$ cat src/rtl/gbus_xfer_ctrl_pkg.sv
// Shared gbus definitions: controller state encoding, default bus geometry
// and a one-hot to index helper.
package gbus_xfer_ctrl_pkg;

  localparam int REQ_NUM    = 8;
  localparam int ADDR_WIDTH = 16;
  localparam int DATA_WIDTH = 64;
  localparam int ID_WIDTH   = (REQ_NUM > 1) ? $clog2(REQ_NUM) : 1;

  // Widest one-hot vector the index helper accepts.
  localparam int IDX_MAX = 32;

  typedef enum logic {
    IDLE = 1'b0,
    XFER = 1'b1
  } state_e;

  // OR-reduction of the set bit positions; exact for a one-hot input.
  function automatic int unsigned onehot2idx(input logic [IDX_MAX-1:0] oh);
    int unsigned idx;
    idx = 0;
    for (int unsigned i = 0; i < IDX_MAX; i++) begin
      if (oh[i]) idx = idx | i;
    end
    return idx;
  endfunction

endpackage

$ cat src/rtl/gbus_src_mux.sv
// Owner select for the gbus: AND-OR mux of the owning requester's
// valid/addr/data/last slices, steered by the one-hot owner vector.
// An all-zero select yields all-zero outputs.
module gbus_src_mux #(
  parameter int REQ_NUM    = 8,
  parameter int ADDR_WIDTH = 16,
  parameter int DATA_WIDTH = 64
) (
  input  logic [REQ_NUM-1:0]            sel_oh_i,
  input  logic [REQ_NUM-1:0]            src_vld_i,
  input  logic [REQ_NUM*ADDR_WIDTH-1:0] src_addr_i,
  input  logic [REQ_NUM*DATA_WIDTH-1:0] src_data_i,
  input  logic [REQ_NUM-1:0]            src_last_i,
  output logic                          vld_o,
  output logic [ADDR_WIDTH-1:0]         addr_o,
  output logic [DATA_WIDTH-1:0]         data_o,
  output logic                          last_o
);

  // Select the owner's slices.
  always_comb begin
    vld_o  = 1'b0;
    last_o = 1'b0;
    addr_o = '0;
    data_o = '0;
    for (int unsigned i = 0; i < REQ_NUM; i++) begin
      if (sel_oh_i[i]) begin
        vld_o  = vld_o  | src_vld_i[i];
        last_o = last_o | src_last_i[i];
        addr_o = addr_o | src_addr_i[i*ADDR_WIDTH +: ADDR_WIDTH];
        data_o = data_o | src_data_i[i*DATA_WIDTH +: DATA_WIDTH];
      end
    end
  end

endmodule

$ cat src/rtl/gbus_xfer_ctrl.sv
// gbus transfer controller: sits behind the gbus arbiter, latches the grant
// and holds bus ownership for a whole multi-beat transfer, releasing on the
// last beat or after MAX_BURST beats.
// Optional owner-stall timeout: define GBUS_XFER_TIMEOUT_EN (adds TIMEOUT
// parameter and xfer_timeout output).
module gbus_xfer_ctrl #(
  parameter int                        REQ_NUM        = gbus_xfer_ctrl_pkg::REQ_NUM,
  parameter int                        ADDR_WIDTH     = gbus_xfer_ctrl_pkg::ADDR_WIDTH,
  parameter int                        DATA_WIDTH     = gbus_xfer_ctrl_pkg::DATA_WIDTH,
  parameter logic [REQ_NUM-1:0]        FIRST_PRIORITY = REQ_NUM'(1),
  parameter int                        MAX_BURST      = 16
`ifdef GBUS_XFER_TIMEOUT_EN
  , parameter int                      TIMEOUT        = 64
`endif
) (
  input  logic                                         clk,
  input  logic                                         rst,
  input  logic [REQ_NUM-1:0]                           src_vld,
  input  logic [REQ_NUM*ADDR_WIDTH-1:0]                src_addr,
  input  logic [REQ_NUM*DATA_WIDTH-1:0]                src_data,
  input  logic [REQ_NUM-1:0]                           src_last,
  output logic [REQ_NUM-1:0]                           src_rdy,
  output logic [REQ_NUM-1:0]                           arb_req,
  output logic [REQ_NUM-1:0]                           arb_first_priority,
  input  logic [REQ_NUM-1:0]                           arb_grant,
  output logic                                         gbus_vld,
  output logic [ADDR_WIDTH-1:0]                        gbus_addr,
  output logic [DATA_WIDTH-1:0]                        gbus_data,
  output logic                                         gbus_last,
  output logic [((REQ_NUM > 1) ? $clog2(REQ_NUM) : 1)-1:0] gbus_src_id,
  input  logic                                         gbus_rdy,
  output logic                                         busy
`ifdef GBUS_XFER_TIMEOUT_EN
  , output logic                                       xfer_timeout
`endif
);

  import gbus_xfer_ctrl_pkg::*;

  localparam int ID_W  = (REQ_NUM > 1) ? $clog2(REQ_NUM) : 1;
  localparam int CNT_W = (MAX_BURST > 1) ? $clog2(MAX_BURST + 1) : 1;
  localparam logic [CNT_W-1:0] LAST_CNT = CNT_W'(MAX_BURST - 1);

  state_e              state_q, state_d;
  logic [REQ_NUM-1:0]  owner_q, owner_d;
  logic [ID_W-1:0]     owner_id_q, owner_id_d;
  logic [CNT_W-1:0]    beat_cnt_q, beat_cnt_d;
  logic [IDX_MAX-1:0]  grant_ext;

  logic                mux_vld;
  logic                mux_last;
  logic                hs;
  logic                stall_release;

  gbus_src_mux #(
    .REQ_NUM    (REQ_NUM),
    .ADDR_WIDTH (ADDR_WIDTH),
    .DATA_WIDTH (DATA_WIDTH)
  ) u_src_mux (
    .sel_oh_i   (owner_q),
    .src_vld_i  (src_vld),
    .src_addr_i (src_addr),
    .src_data_i (src_data),
    .src_last_i (src_last),
    .vld_o      (mux_vld),
    .addr_o     (gbus_addr),
    .data_o     (gbus_data),
    .last_o     (mux_last)
  );

  // Only present requests while idle so the arbiter never rotates mid-transfer.
  assign arb_req            = (state_q == IDLE) ? src_vld : '0;
  assign arb_first_priority = FIRST_PRIORITY;
  assign busy               = (state_q == XFER);
  assign gbus_vld           = (state_q == XFER) & mux_vld;
  assign gbus_last          = mux_last;
  assign gbus_src_id        = owner_id_q;
  assign src_rdy            = owner_q & {REQ_NUM{gbus_rdy}};
  assign hs                 = gbus_vld & gbus_rdy;

`ifdef GBUS_XFER_TIMEOUT_EN
  localparam int TO_W = (TIMEOUT > 1) ? $clog2(TIMEOUT + 1) : 1;

  logic [TO_W-1:0] idle_cnt_q, idle_cnt_d;
  logic            timeout_q, timeout_d;

  assign stall_release = (state_q == XFER) && !mux_vld &&
                         (idle_cnt_q == TO_W'(TIMEOUT - 1));
  assign xfer_timeout  = timeout_q;

  // Count consecutive owner-invalid cycles; any valid cycle or release clears.
  always_comb begin
    idle_cnt_d = '0;
    timeout_d  = stall_release;
    if ((state_q == XFER) && !mux_vld && !stall_release) begin
      idle_cnt_d = idle_cnt_q + 1'b1;
    end
  end

  // Stall counter and one-cycle timeout pulse registers.
  always_ff @(posedge clk or posedge rst) begin
    if (rst) begin
      idle_cnt_q <= '0;
      timeout_q  <= 1'b0;
    end else begin
      idle_cnt_q <= idle_cnt_d;
      timeout_q  <= timeout_d;
    end
  end
`else
  assign stall_release = 1'b0;
`endif

  // Ownership FSM next state: grab grant in IDLE, count beats and release in XFER.
  always_comb begin
    state_d    = state_q;
    owner_d    = owner_q;
    owner_id_d = owner_id_q;
    beat_cnt_d = beat_cnt_q;
    grant_ext  = '0;
    grant_ext[REQ_NUM-1:0] = arb_grant;
    case (state_q)
      IDLE: begin
        if (|src_vld) begin
          state_d    = XFER;
          owner_d    = arb_grant;
          owner_id_d = ID_W'(onehot2idx(grant_ext));
          beat_cnt_d = '0;
        end
      end
      XFER: begin
        if (hs) beat_cnt_d = beat_cnt_q + 1'b1;
        // Release on the requester's last beat or a forced split at MAX_BURST.
        if ((hs && (mux_last || (beat_cnt_q == LAST_CNT))) || stall_release) begin
          state_d = IDLE;
          owner_d = '0;
        end
      end
    endcase
  end

  // Ownership FSM registers.
  always_ff @(posedge clk or posedge rst) begin
    if (rst) begin
      state_q    <= IDLE;
      owner_q    <= '0;
      owner_id_q <= '0;
      beat_cnt_q <= '0;
    end else begin
      state_q    <= state_d;
      owner_q    <= owner_d;
      owner_id_q <= owner_id_d;
      beat_cnt_q <= beat_cnt_d;
    end
  end

  a_grant_onehot: assert property (@(posedge clk) disable iff (rst)
    ((state_q == IDLE) && (|src_vld)) |-> $onehot(arb_grant));

  a_owner_onehot: assert property (@(posedge clk) disable iff (rst)
    (state_q == XFER) |-> $onehot(owner_q));

endmodule

$ cat config.mk
export PLATFORM = sky130hd
export DESIGN_NAME = gbus_xfer_ctrl
export DESIGN_NICKNAME = d
export VERILOG_FILES = /design/src/rtl/gbus_xfer_ctrl_pkg.sv /design/src/rtl/gbus_src_mux.sv /design/src/rtl/gbus_xfer_ctrl.sv
export SDC_FILE = /design/constraint.sdc
export NUM_CORES = 1
export LEC_CHECK = 0
export CAP_MARGIN = 20
export CORE_AREA = 4 4 300 302
export DETAILED_ROUTE_END_ITERATION = 6
export DIE_AREA = 0 0 304 306
export GPL_TIMING_DRIVEN = 0
export HOLD_SLACK_MARGIN = 0.15
export PLACE_DENSITY_LB_ADDON = 0.3
export SYNTH_ARGS = -nofsm -noshare
export SYNTH_HDL_FRONTEND = slang
export SYNTH_HIERARCHICAL = 1
export SYNTH_SLANG_ARGS = --single-unit
$ cat constraint.sdc
create_clock -name clk -period 4 [get_ports clk]
set_input_delay 1 -clock clk [delete_from_list [all_inputs] [get_ports clk]]
set_output_delay 1 -clock clk [all_outputs]
set_load 0.005 [all_outputs]
# Word level (Yosys, flattened, before mapping)
# Index checks and enable logic that the tools add are counted.
# op_classes
add_sub_neg,1
n_eq_ne,4
muxes,49
n_bitwise,32
n_reduce_logical,6
# ops
op,n
$mux 64,8
$or 64x64->64,7
$mux 16,8
$or 16x16->16,7
$mux 8,3
$mux 1,19
$pmux 8 s2,1
$or 1x1->1,14
$mux 3,4
$mux 5,2
$pmux 5 s2,1
$and 8x8->8,1
$reduce_or 8->1,1
$ne 2x1->1 const B,3
$reduce_and 2->1,3
$add 5x1->5 const B,1
$eq 5x4->1 const B,1
$mux 2,2
$and 1x1->1,2
$pmux 1 s2,1
$logic_and 1x1->1,1
$logic_or 1x1->1,1
$not 1->1,1
# word_totals
ff_bits,17
in_bits,667
out_inout_bits,110
wordCells,96

# Longest topological paths before layout
# logic_depth
depth_word,20
depth_mapped,7

# By module
# Netlist, hierarchy kept.
# modules_own_cells
mod,n_inst,cells_each,area_per_inst_um2,seq_area_each_um2
gbus_src_mux,1,482,3736.1,0.0
gbus_xfer_ctrl,1,107,1019.7,425.4

# Least setup slack after synthesis
# Ideal clock, no wire load.
# synth_timing
path_type,input to output
start,input port src_vld[4]
end,output port gbus_vld
arrival_ps,1506
path_slack_ps,1494
path_stages,3
cell_sequence,a22oi_1 -> nand4_1 -> and2_1
# synth_via
elab_chain_len,9
# synth_rtl
item,line,text
from (decl),gbus_xfer_ctrl.sv:18,"input logic [REQ_NUM-1:0] src_vld,"
$or 1x1->1 (*),gbus_src_mux.sv:28,vld_o = vld_o | src_vld_i[i];
$mux 1 (*),gbus_src_mux.sv:27,if (sel_oh_i[i]) begin
$or 1x1->1,gbus_src_mux.sv:28,
$mux 1 (*),gbus_src_mux.sv:27,
$or 1x1->1,gbus_src_mux.sv:28,
$mux 1 (*),gbus_src_mux.sv:27,
$or 1x1->1,gbus_src_mux.sv:28,
$mux 1 (*),gbus_src_mux.sv:27,
via mux_vld,gbus_xfer_ctrl.sv:50,logic mux_vld;
$and 1x1->1 (*),gbus_xfer_ctrl.sv:75,assign gbus_vld = (state_q == XFER) & mux_vld;
to (decl),gbus_xfer_ctrl.sv:26,"output logic gbus_vld,"
# Mark *: on every way through the listed nets, which the timed path passes. The rest lies on a longest branch.

# Final worst setup path
# layout_timing
start,input port src_vld[2]
end,output port gbus_vld
# layout_via
elab_chain_len,13
# layout_rtl
item,line
$or 1x1->1 (*),gbus_src_mux.sv:28
$mux 1 (*),gbus_src_mux.sv:27
$or 1x1->1,gbus_src_mux.sv:28
$mux 1 (*),gbus_src_mux.sv:27
$or 1x1->1,gbus_src_mux.sv:28
$mux 1 (*),gbus_src_mux.sv:27
$or 1x1->1,gbus_src_mux.sv:28
$mux 1 (*),gbus_src_mux.sv:27
$or 1x1->1,gbus_src_mux.sv:28
$mux 1 (*),gbus_src_mux.sv:27
$or 1x1->1,gbus_src_mux.sv:28
$mux 1 (*),gbus_src_mux.sv:27
via mux_vld,gbus_xfer_ctrl.sv:50
$and 1x1->1 (*),gbus_xfer_ctrl.sv:75
# Marked as above.

==> impl_metrics.ini <==
[status]
outcome = finished, final reports clean

[clocking]
htree_num_levels = 1
ctsHoldBuffers = 0
path_clk_slew_ns = 0.05
cts_made_buffers = 3
cts_resized = 5
ctsLongestPathBuffers = 2
clock-root-buffer = clkbuf_16
cts_tree = done
cts_sinks = 17
cts_setup_buffers = 0
clock_latency_ns = 0.25

[sta]
rsz0062_at_grt = no
hold_violations = 0
finClkSkew_ns = 0.00247
max_freq_mhz = 254
period_needed_ns = 3.94
maxSlewHeadroom_pct = 42.9
slew_viol_final = 0
setup-violations-final = 0
period_share_pct = 98.5
worst_pin_slew_ns = 0.856

[pwr]
clockPowerShare_pct = 3.0
power.internal_w = 0.00326
powerDensity_nw_per_um2 = 476
irDropWorstVdd_v = 0.000197
power.total_w = 0.00669
switching_share_pct = 51.2
p_comb_share_pct = 92.6
pwr-share-seq_pct = 4.4
leakage_nw = 4.73
p_switching_w = 0.00342

[synth]
yosysUniqueCellTypes = 27
yosysSeqAreaShare_pct = 8.95
ys_ff_latch = 17
synth_cells = 589
ys.flop_type = dfrtp_1
async_flop_share_pct = 100
avgSynthCellArea_um2 = 8.07
yosysWarnings = 6
synth_edf_count = 0
syn_area_um2 = 4760

[hold_path]
whs_path_depth = 1
hp-class = reg -> reg
hp-start = gbus_src_id[1]
hold_path_end = gbus_src_id[1]

[final_layout]
multiInputGateArea_um2 = 3500
layout-drive-gt1-share_pct = 7.32
area_growth_syn_to_layout_pct = 196
layout.nets = 2037
mostFrequentLayoutCell = clkdlybuf4s50_1
final_area_um2 = 14100
seq_area_um2 = 425
final_cell_mix = 768 x clkdlybuf4s50_1, 321 x a22oi_1, 86 x nand4_1
fillerInstances = 9934

[global_routing]
grt_max_degree = 18
grt_pass1_wl_um = 87900
antenna_found_initial = 17
grt_usage_pct = 13.5
grt_overflow = 0
grt_pass1_vias = 10200

[detailed_routing]
wl_met1_um = 28700
routed_wl_um = 67400
vias_per_cell = 3.68
ant_nets = 0
drtIter0Drc = 827
remaining_drc_errors = 0
wl_met3_um = 4810
firstDrtPassIters = 6
top_layer_used = met5
wl_met2_um = 32500
wl_per_cell_um = 26.6
num_vias = 9338

[place]
dp_hpwl_um = 58300
placed_area_um2 = 13900
gp_congestion = 0.924
port_buffers = 768

[run]
maxCapViolCount = 0

[critical_path]
crit_buf_inv = 2
cp.arrival_ns = 2.94
crit_required_ns = 3.00
crit_fanout = 4
cp-start-kind = input pin
endpoint_kind = primary output
crit_type = in -> out
r2r_cells = 7
r2r_slack_ns = 1.30
crit_top_cell = clkdlybuf4s50_1
r2r_start = owner_q[3]
cpPeakStageDelay_ns = 0.59
cp_slowest_cell = clkdlybuf4s50_1
cp_cell_sequence = clkdlybuf4s50_1 -> a22oi_1 -> nand4_1 -> and2_1 -> clkdlybuf4s50_1
cp_top_family = buffers and inverters
r2r-end = owner_q[0]

[floorplan]
dieWidth_um = 304
die-area_um2 = 93000
start_util_pct = 5.42
io_pins = 777
num_rows = 109
fp.dieH_um = 306
core-area_um2 = 87700
==> final cells by class <==
type                    instances  area share (%)
well taps                    1165            10.4
inverters                      12           0.321
repair buffers                768            54.7
clock buffers                   3           0.534
flip-flops and latches         17            3.03
diodes                          6           0.107
multi-input cells             482            24.9
plain buffers                  84            6.01
clock inverters                 1          0.0356
==> routing by layer <==
layer | up-vias | global-route usage (%)
li1 | 4112 | -
met1 | 4472 | 17.0
met2 | 660 | 23.6
met3 | 86 | 3.18
met4 | 8 | 2.48
met5 | - | 0
==> kinds of logic (layout without fill, tap and decap cells) <==
kind of cell	count (synthesis)	after routing	synth area share, %
buf+inv	96	868	18.7
mux	11	11	2.39
fa+ha+maj	2	2	0.526
flops	17	17	8.95
compound gates	338	338	53.2
simple gates	123	123	16.1
other cells	2	14	0.158
==> synth_stat cells, drive strengths merged (2+ instances only) <==
cell | n | area, um2
a22oi | 328 | 2460
and2 | 9 | 56.3
buf | 82 | 837
clkbuf | 2 | 7.51
conb | 2 | 7.51
dfrtp | 17 | 425
ha | 2 | 25.0
inv | 12 | 45.0
mux2 | 3 | 33.8
mux2i | 8 | 80.1
nand2 | 13 | 48.8
nand3 | 2 | 10.0
nand4 | 86 | 538
nor2b | 8 | 50.1
nor4 | 2 | 42.5
o21ai | 3 | 15.0
o22ai | 3 | 18.8
==> worst max path at each step <==
stage	cells after the start	to	slack (ns)	from
after floorplan	3	gbus_vld	1.49	src_vld[4]
after global placement	4	gbus_data[38]	-0.16	src_data[486]
after detailed placement	4	gbus_data[38]	-0.17	src_data[486]
after CTS	4	gbus_data[37]	0.08	src_data[421]
after global routing	5	gbus_vld	0.05	src_vld[4]
final	5	gbus_vld	0.06	src_vld[2]
==> through the flow <==
stage                     utilization [%]  setup WS (ns)  setup TNS [ns]  cells  hold WS, ns
after floorplan                         -           1.49               0    595        0.504
after global placement               15.9         -0.159          -0.254   2528        0.501
after detailed placement             15.9         -0.166          -0.300   2528        0.508
after CTS                            16.0         0.0816               0   2532        0.520
after global routing                 16.0         0.0451               0   2535        0.551
final                                16.0         0.0580               0   2538        0.510
==> state kept, by name (all words and copies together) (netlist names) <==
| register | count |
|---|---|
| owner_q | 8 |
| beat_cnt_q | 5 |
| gbus_src_id | 3 |
| busy | 1 |
==> power groups by stage <==
stage	Sequential (W)	Clock, W	Combinational, W
floorplan	0.000275	0	0.00259
global placement	0.000294	0	0.00627
detailed placement	0.000295	0	0.00629
CTS	0.000293	0.000207	0.00633
global route	0.000302	0.000219	0.00661
finish	0.000291	0.000202	0.00619
==> worst register-to-register path, cell delays in order, from the launching register on <==
cell and delay (ns):
dfrtp_1 0.40, buf_6 0.21, buf_2 0.27, a22oi_2 0.34, nand4_1 0.31, o2111ai_1 0.79
nand2_1 0.14, mux2i_1 0.14
(Power assumes the default switching activity.)
